[src/rtl/fifo_word_reader_pkg.sv]
// Shared types and defaults for the FIFO word reader.
// The defaults must match the byte FIFO instantiation.
package fifo_word_reader_pkg;

  typedef enum logic [1:0] {
    IDLE  = 2'd0,
    READ  = 2'd1,
    LATCH = 2'd2,
    OUT   = 2'd3
  } rd_state_t;

  localparam int unsigned DEF_DATA_WIDTH = 8;
  localparam int unsigned DEF_PACK_BYTES = 2;

endpackage

[src/rtl/fifo_word_packer.sv]
// Lane shift register and byte counter for the word reader.
// A byte is written into lane [cnt]; o_full flags the final byte.
module fifo_word_packer
  import fifo_word_reader_pkg::*;
#(
  parameter int DATA_WIDTH = DEF_DATA_WIDTH,
  parameter int PACK_BYTES = DEF_PACK_BYTES,
  parameter int CNT_WIDTH  = 4
) (
  input  logic                             clk,
  input  logic                             rst,
  input  logic                             i_shift,
  input  logic                             i_clr,
  input  logic [DATA_WIDTH-1:0]            i_byte,
  output logic [DATA_WIDTH*PACK_BYTES-1:0] o_lanes,
  output logic [DATA_WIDTH*PACK_BYTES-1:0] o_next,
  output logic [CNT_WIDTH-1:0]             o_cnt,
  output logic                             o_full
);

  localparam int WW = DATA_WIDTH * PACK_BYTES;

  logic [WW-1:0]        r_lanes;
  logic [CNT_WIDTH-1:0] r_cnt;
  logic [WW-1:0]        w_ins;

  always_comb begin
    w_ins = r_lanes;
    for (int i = 0; i < PACK_BYTES; i++) begin
      if (r_cnt == CNT_WIDTH'(i)) begin
        w_ins[i*DATA_WIDTH +: DATA_WIDTH] = i_byte;
      end
    end
  end

  always_ff @(posedge clk) begin
    if (rst || i_clr) begin
      r_lanes <= '0;
      r_cnt   <= '0;
    end else if (i_shift) begin
      r_lanes <= w_ins;
      r_cnt   <= r_cnt + 1'b1;
    end
  end

  assign o_lanes = r_lanes;
  assign o_next  = w_ins;
  assign o_cnt   = r_cnt;
  assign o_full  = i_shift &&
                   (r_cnt == CNT_WIDTH'(PACK_BYTES - 1));

endmodule

[src/rtl/fifo_word_reader.sv]
// Drains a byte FIFO and packs bytes little-endian into words.
// FIFO_WORD_TIMEOUT_EN enables the idle partial-word flush.
module fifo_word_reader
  import fifo_word_reader_pkg::*;
#(
  parameter int DATA_WIDTH     = DEF_DATA_WIDTH,
  parameter int PACK_BYTES     = DEF_PACK_BYTES,
  parameter int CNT_WIDTH      = 4,
  parameter int TIMEOUT_CYCLES = 64
) (
  input  logic                             clk,
  input  logic                             rst,
  input  logic                             fifo_empty,
  input  logic [DATA_WIDTH-1:0]            fifo_data,
  output logic                             fifo_rd_cs,
  output logic                             fifo_rd_en,
  output logic [DATA_WIDTH*PACK_BYTES-1:0] word_data,
  output logic [CNT_WIDTH-1:0]             word_bytes,
  output logic                             word_valid,
  input  logic                             word_ready
);

  localparam int WW = DATA_WIDTH * PACK_BYTES;

  rd_state_t            r_state;
  rd_state_t            w_next_state;
  logic [WW-1:0]        w_pk_lanes;
  logic [WW-1:0]        w_pk_next;
  logic [CNT_WIDTH-1:0] w_pk_cnt;
  logic                 w_pk_full;
  logic                 w_shift;
  logic                 w_clr;
  logic                 w_tmo_hit;
  logic                 w_strobe;
  logic                 w_load_full;
  logic                 w_load_part;
  logic                 w_accept;

  assign w_shift  = (r_state == LATCH);
  assign w_accept = (r_state == OUT) && word_ready;
  assign w_clr    = w_accept;

  fifo_word_packer #(
    .DATA_WIDTH (DATA_WIDTH),
    .PACK_BYTES (PACK_BYTES),
    .CNT_WIDTH  (CNT_WIDTH)
  ) u_packer (
    .clk     (clk),
    .rst     (rst),
    .i_shift (w_shift),
    .i_clr   (w_clr),
    .i_byte  (fifo_data),
    .o_lanes (w_pk_lanes),
    .o_next  (w_pk_next),
    .o_cnt   (w_pk_cnt),
    .o_full  (w_pk_full)
  );

`ifdef FIFO_WORD_TIMEOUT_EN
  localparam int TMO_W = $clog2(TIMEOUT_CYCLES + 1);

  logic [TMO_W-1:0] r_tmo;
  logic             w_tmo_run;

  // Only a stranded partial word with nothing left to read ages.
  assign w_tmo_run = (r_state == IDLE) && (w_pk_cnt != '0) &&
                     fifo_empty;
  assign w_tmo_hit = w_tmo_run &&
                     (r_tmo == TMO_W'(TIMEOUT_CYCLES - 1));

  always_ff @(posedge clk) begin
    if (rst || !w_tmo_run) begin
      r_tmo <= '0;
    end else if (!w_tmo_hit) begin
      r_tmo <= r_tmo + 1'b1;
    end
  end
`else
  wire w_unused_tmo = (TIMEOUT_CYCLES == 0) | (|w_pk_lanes) |
                      (|w_pk_cnt);
  assign w_tmo_hit = 1'b0;
`endif

  always_ff @(posedge clk) begin
    if (rst) begin
      r_state <= IDLE;
    end else begin
      r_state <= w_next_state;
    end
  end

  always_comb begin
    w_next_state = r_state;
    unique case (r_state)
      IDLE: begin
        if (!fifo_empty) begin
          w_next_state = READ;
        end else if (w_tmo_hit) begin
          w_next_state = OUT;
        end
      end
      READ:  w_next_state = LATCH;
      LATCH: w_next_state = w_pk_full ? OUT : IDLE;
      OUT:   w_next_state = word_ready ? IDLE : OUT;
      default: w_next_state = IDLE;
    endcase
  end

  always_comb begin
    w_strobe    = (w_next_state == READ);
    w_load_full = (r_state == LATCH) && w_pk_full;
    w_load_part = (r_state == IDLE) && fifo_empty && w_tmo_hit;
  end

  always_ff @(posedge clk) begin
    if (rst) begin
      fifo_rd_cs <= 1'b0;
      fifo_rd_en <= 1'b0;
      word_data  <= '0;
      word_bytes <= '0;
      word_valid <= 1'b0;
    end else begin
      fifo_rd_cs <= w_strobe;
      fifo_rd_en <= w_strobe;
      if (w_load_full) begin
        word_data  <= w_pk_next;
        word_bytes <= CNT_WIDTH'(PACK_BYTES);
        word_valid <= 1'b1;
      end else if (w_load_part) begin
        word_data  <= w_pk_lanes;
        word_bytes <= w_pk_cnt;
        word_valid <= 1'b1;
      end else if (w_accept) begin
        word_valid <= 1'b0;
      end
    end
  end

endmodule

[config.mk]
export PLATFORM = sky130hd
export DESIGN_NAME = fifo_word_reader
export DESIGN_NICKNAME = d
export VERILOG_FILES = /design/src/rtl/fifo_word_reader_pkg.sv /design/src/rtl/fifo_word_packer.sv /design/src/rtl/fifo_word_reader.sv
export SDC_FILE = /design/constraint.sdc
export NUM_CORES = 1
export LEC_CHECK = 0
export ABC_AREA = 1
export CORE_MARGIN = 5
export CORE_UTILIZATION = 49
export CTS_CLUSTER_SIZE = 28
export DETAILED_ROUTE_END_ITERATION = 10
export PLACE_DENSITY = 0.78
export SLEW_MARGIN = 20
export SYNTH_ARGS = -nofsm -noshare
export SYNTH_HDL_FRONTEND = slang
export SYNTH_SLANG_ARGS = --single-unit
[constraint.sdc]
create_clock -name clk -period 1.75 [get_ports clk]
set_input_delay 0.35 -clock clk [delete_from_list [all_inputs] [get_ports clk]]
set_output_delay 0.35 -clock clk [all_outputs]
set_load 0.02 [all_outputs]
==> run summary <==
Placed Area -> 0.00191 mm^2
H-tree depth -> 2
DR iter-0 viols -> 69
Tmin final -> 1640 ps
Vias in the first global route -> 1204
Endpoints failing setup -> 0
GRT Residual Overflow -> 0
Setup_tns -> 0 ps
Mux contribution to synthesized area -> 0
Die Span Y -> 67.3 um
Final wirelength -> 3070 um
Synth area leader -> dfxtp_1
Crit-path cells -> clkdlybuf4s50_1
Area grow syn2layout -> 22.3%
Max incr delay on CP -> 610 ps
Diode count -> 0
Yosys warns -> 0
Startpoint types -> register
Std cell rows -> 20
Pins Over Slew Limit -> 0
Psw -> 0.356 mW
Max Clock Skew -> 6.31 ps
Cts bufs inserted -> 5
Synth top area share -> 0.411
Largest net degree at the start of global routing -> 20
Proportion of power drawn by flip-flops and latches -> 0.563
Post-DP HPWL -> 2290 um
Synth Area in Simple Gates -> 0.407
CP delay by family, top -> buffers and inverters
Via count -> 1436
Pre-CTS WS -> 298 ps
Worst setup margin -> 111 ps
Xor/xnor cell area share of the yosys netlist -> 0
Logic pwr share -> 0.131
Largest family of logic cells by synthesized area -> simple AND/OR/NAND/NOR gates
Slowest CP cell -> clkdlybuf4s50_1
Critical Path AT -> 1290 ps
WP buf/inv -> 1
Clock Sinks -> 33
Finished Cell Area -> 0.00196 mm^2
Final ANT Viol Nets -> 0
Crit Path Class -> reg2out
Clock share of power -> 0.306
VDD IR max -> 0.358 mV
Syn avg cell area -> 6.64 um^2
# fillers -> 302
Setup repair bufs after CTS -> 0
Utilization after layout -> 0.633
Die W -> 67.3 um
Worst Path Max Fanout -> 2
Distinct cells, synth -> 21
Nets -> 289
Most common cell after layout, fill and taps aside -> nand2_1
Layout cells sized above 1 -> 0.0803
Post-DR wirelength/cell -> 9.67 um
CTS tree -> yes
Via density per instance -> 4.52
Power density cells -> 711 mW/mm^2
Total track usage -> 0.151
Int Pwr -> 1.04 mW
Leak -> 0.937 nW
Skew-Pair Late Insertion Delay -> 330 ps
Post-synthesis sequential area ratio -> 0.411
First-pass GRT wire length -> 5130 um
Outcome -> completed
CP endpoint kind -> primary output
Starting density of the core -> 0.518
CTS Root Cell -> clkbuf_4
Worst-path clk slew -> 90 ps
FF+latch count, synth -> 33
Residual DRC -> 0
Max-cap violations -> 0
CTS max path bufs -> 2
Worst EP required -> 1400 ps
Post-route clock period utilization -> 0.936
Core area -> 0.00310 mm^2
DR pass1 iterations -> 4
Cells after synthesis -> 242
Max Freq -> 0.610 GHz
I/O pins -> 35
HP Class -> reg2reg
Synth Area in Compound Gates -> 0.0117
Adder-Cell Fraction of Synth Area -> 0.0234
Final-report hold violation count -> 0
Final RePlAce weighted congestion -> 0.746
CTS resizes -> 0
Netlist Area Pre-Place -> 0.00161 mm^2
DIE AREA -> 0.00452 mm^2
Switching Fraction -> 0.255
Hold Buf Count CTS -> 0
Most used cells in the layout excluding fill and tap cells -> nand2_1, nor2_1, dfxtp_1, clkdlybuf4s50_1, inv_1
Port bufs -> 31
Antenna violations before repair -> 0
RSZ-0062 raised after global routing -> false
Synth top area cells -> dfxtp_1, nand2_1, nor2_1
-- power by group through the flow --
stage               registers, mW  clock network (mW)  logic (mW)
global route                0.790               0.483       0.204
global placement            0.803                   0       0.180
finish                      0.786               0.427       0.183
detailed placement          0.804                   0       0.183
floorplan                   0.809                   0       0.123
CTS                         0.786               0.442       0.184
-- registers in the layout, indices dropped and copies added (netlist names) --
name / flops
fifo_rd_en: 1
u_packer.o_lanes: 8
word_bytes: 1
word_valid: 1
u_packer.o_cnt: 4
r_state: 2
word_data: 16
-- Yosys cell counts, drive strengths merged --
cell type  instances
a21oi              3
buf               12
clkbuf             1
conb               1
dfxtp             33
ha                 3
inv               33
nand2             74
nand3             22
nand3b             1
nor2              59
-- metal layers --
| metal | vias to the layer above | track usage | routed length (um) |
|---|---|---|---|
| li1 | 772 | - | - |
| met1 | 624 | 0.186 | 1410 |
| met2 | 34 | 0.238 | 1380 |
| met3 | 6 | 0.0483 | 219 |
| met4 | 0 | 0.0684 | 62 |
| met5 | - | 0 | 0 |
-- metrics by stage --
stage	hold WS (ps)	power, mW	instances
floorplan	419	0.932	244
global placement	461	0.984	311
detailed placement	460	0.986	311
CTS	482	1.41	318
global route	519	1.48	318
finish	480	1.40	318
-- path summary, 6_finish.rpt --
kind | from | endpoint | slack, ps | cells past startpoint
min reg2reg | word_bytes[1] | word_bytes[1] | 480 | 2
max reg2reg | r_state[1] | word_data[1] | 340 | 6
min | word_bytes[1] | word_bytes[1] | 480 | 2
max | word_data[0] | word_data[0] | 110 | 1
-- final cells by class --
type / count / area, um^2 / area share
clock buffer: 7 / 55.1 / 0.0280
inverter: 33 / 124 / 0.0631
multi-input combinational: 165 / 722 / 0.368
sequential: 33 / 661 / 0.336
tap: 44 / 55.1 / 0.0280
timing repair buffer: 36 / 348 / 0.177
-- logic make-up (layout without fill, tap and decap cells) --
logic type	count (synthesis)	in the layout
and+or+nand+nor	156	156
buffers and inverters	46	76
DFF	33	33
adders and majority gates	3	3
AOI/OAI and AO/OA	3	3
other	1	3
(Power assumes the default switching activity.)
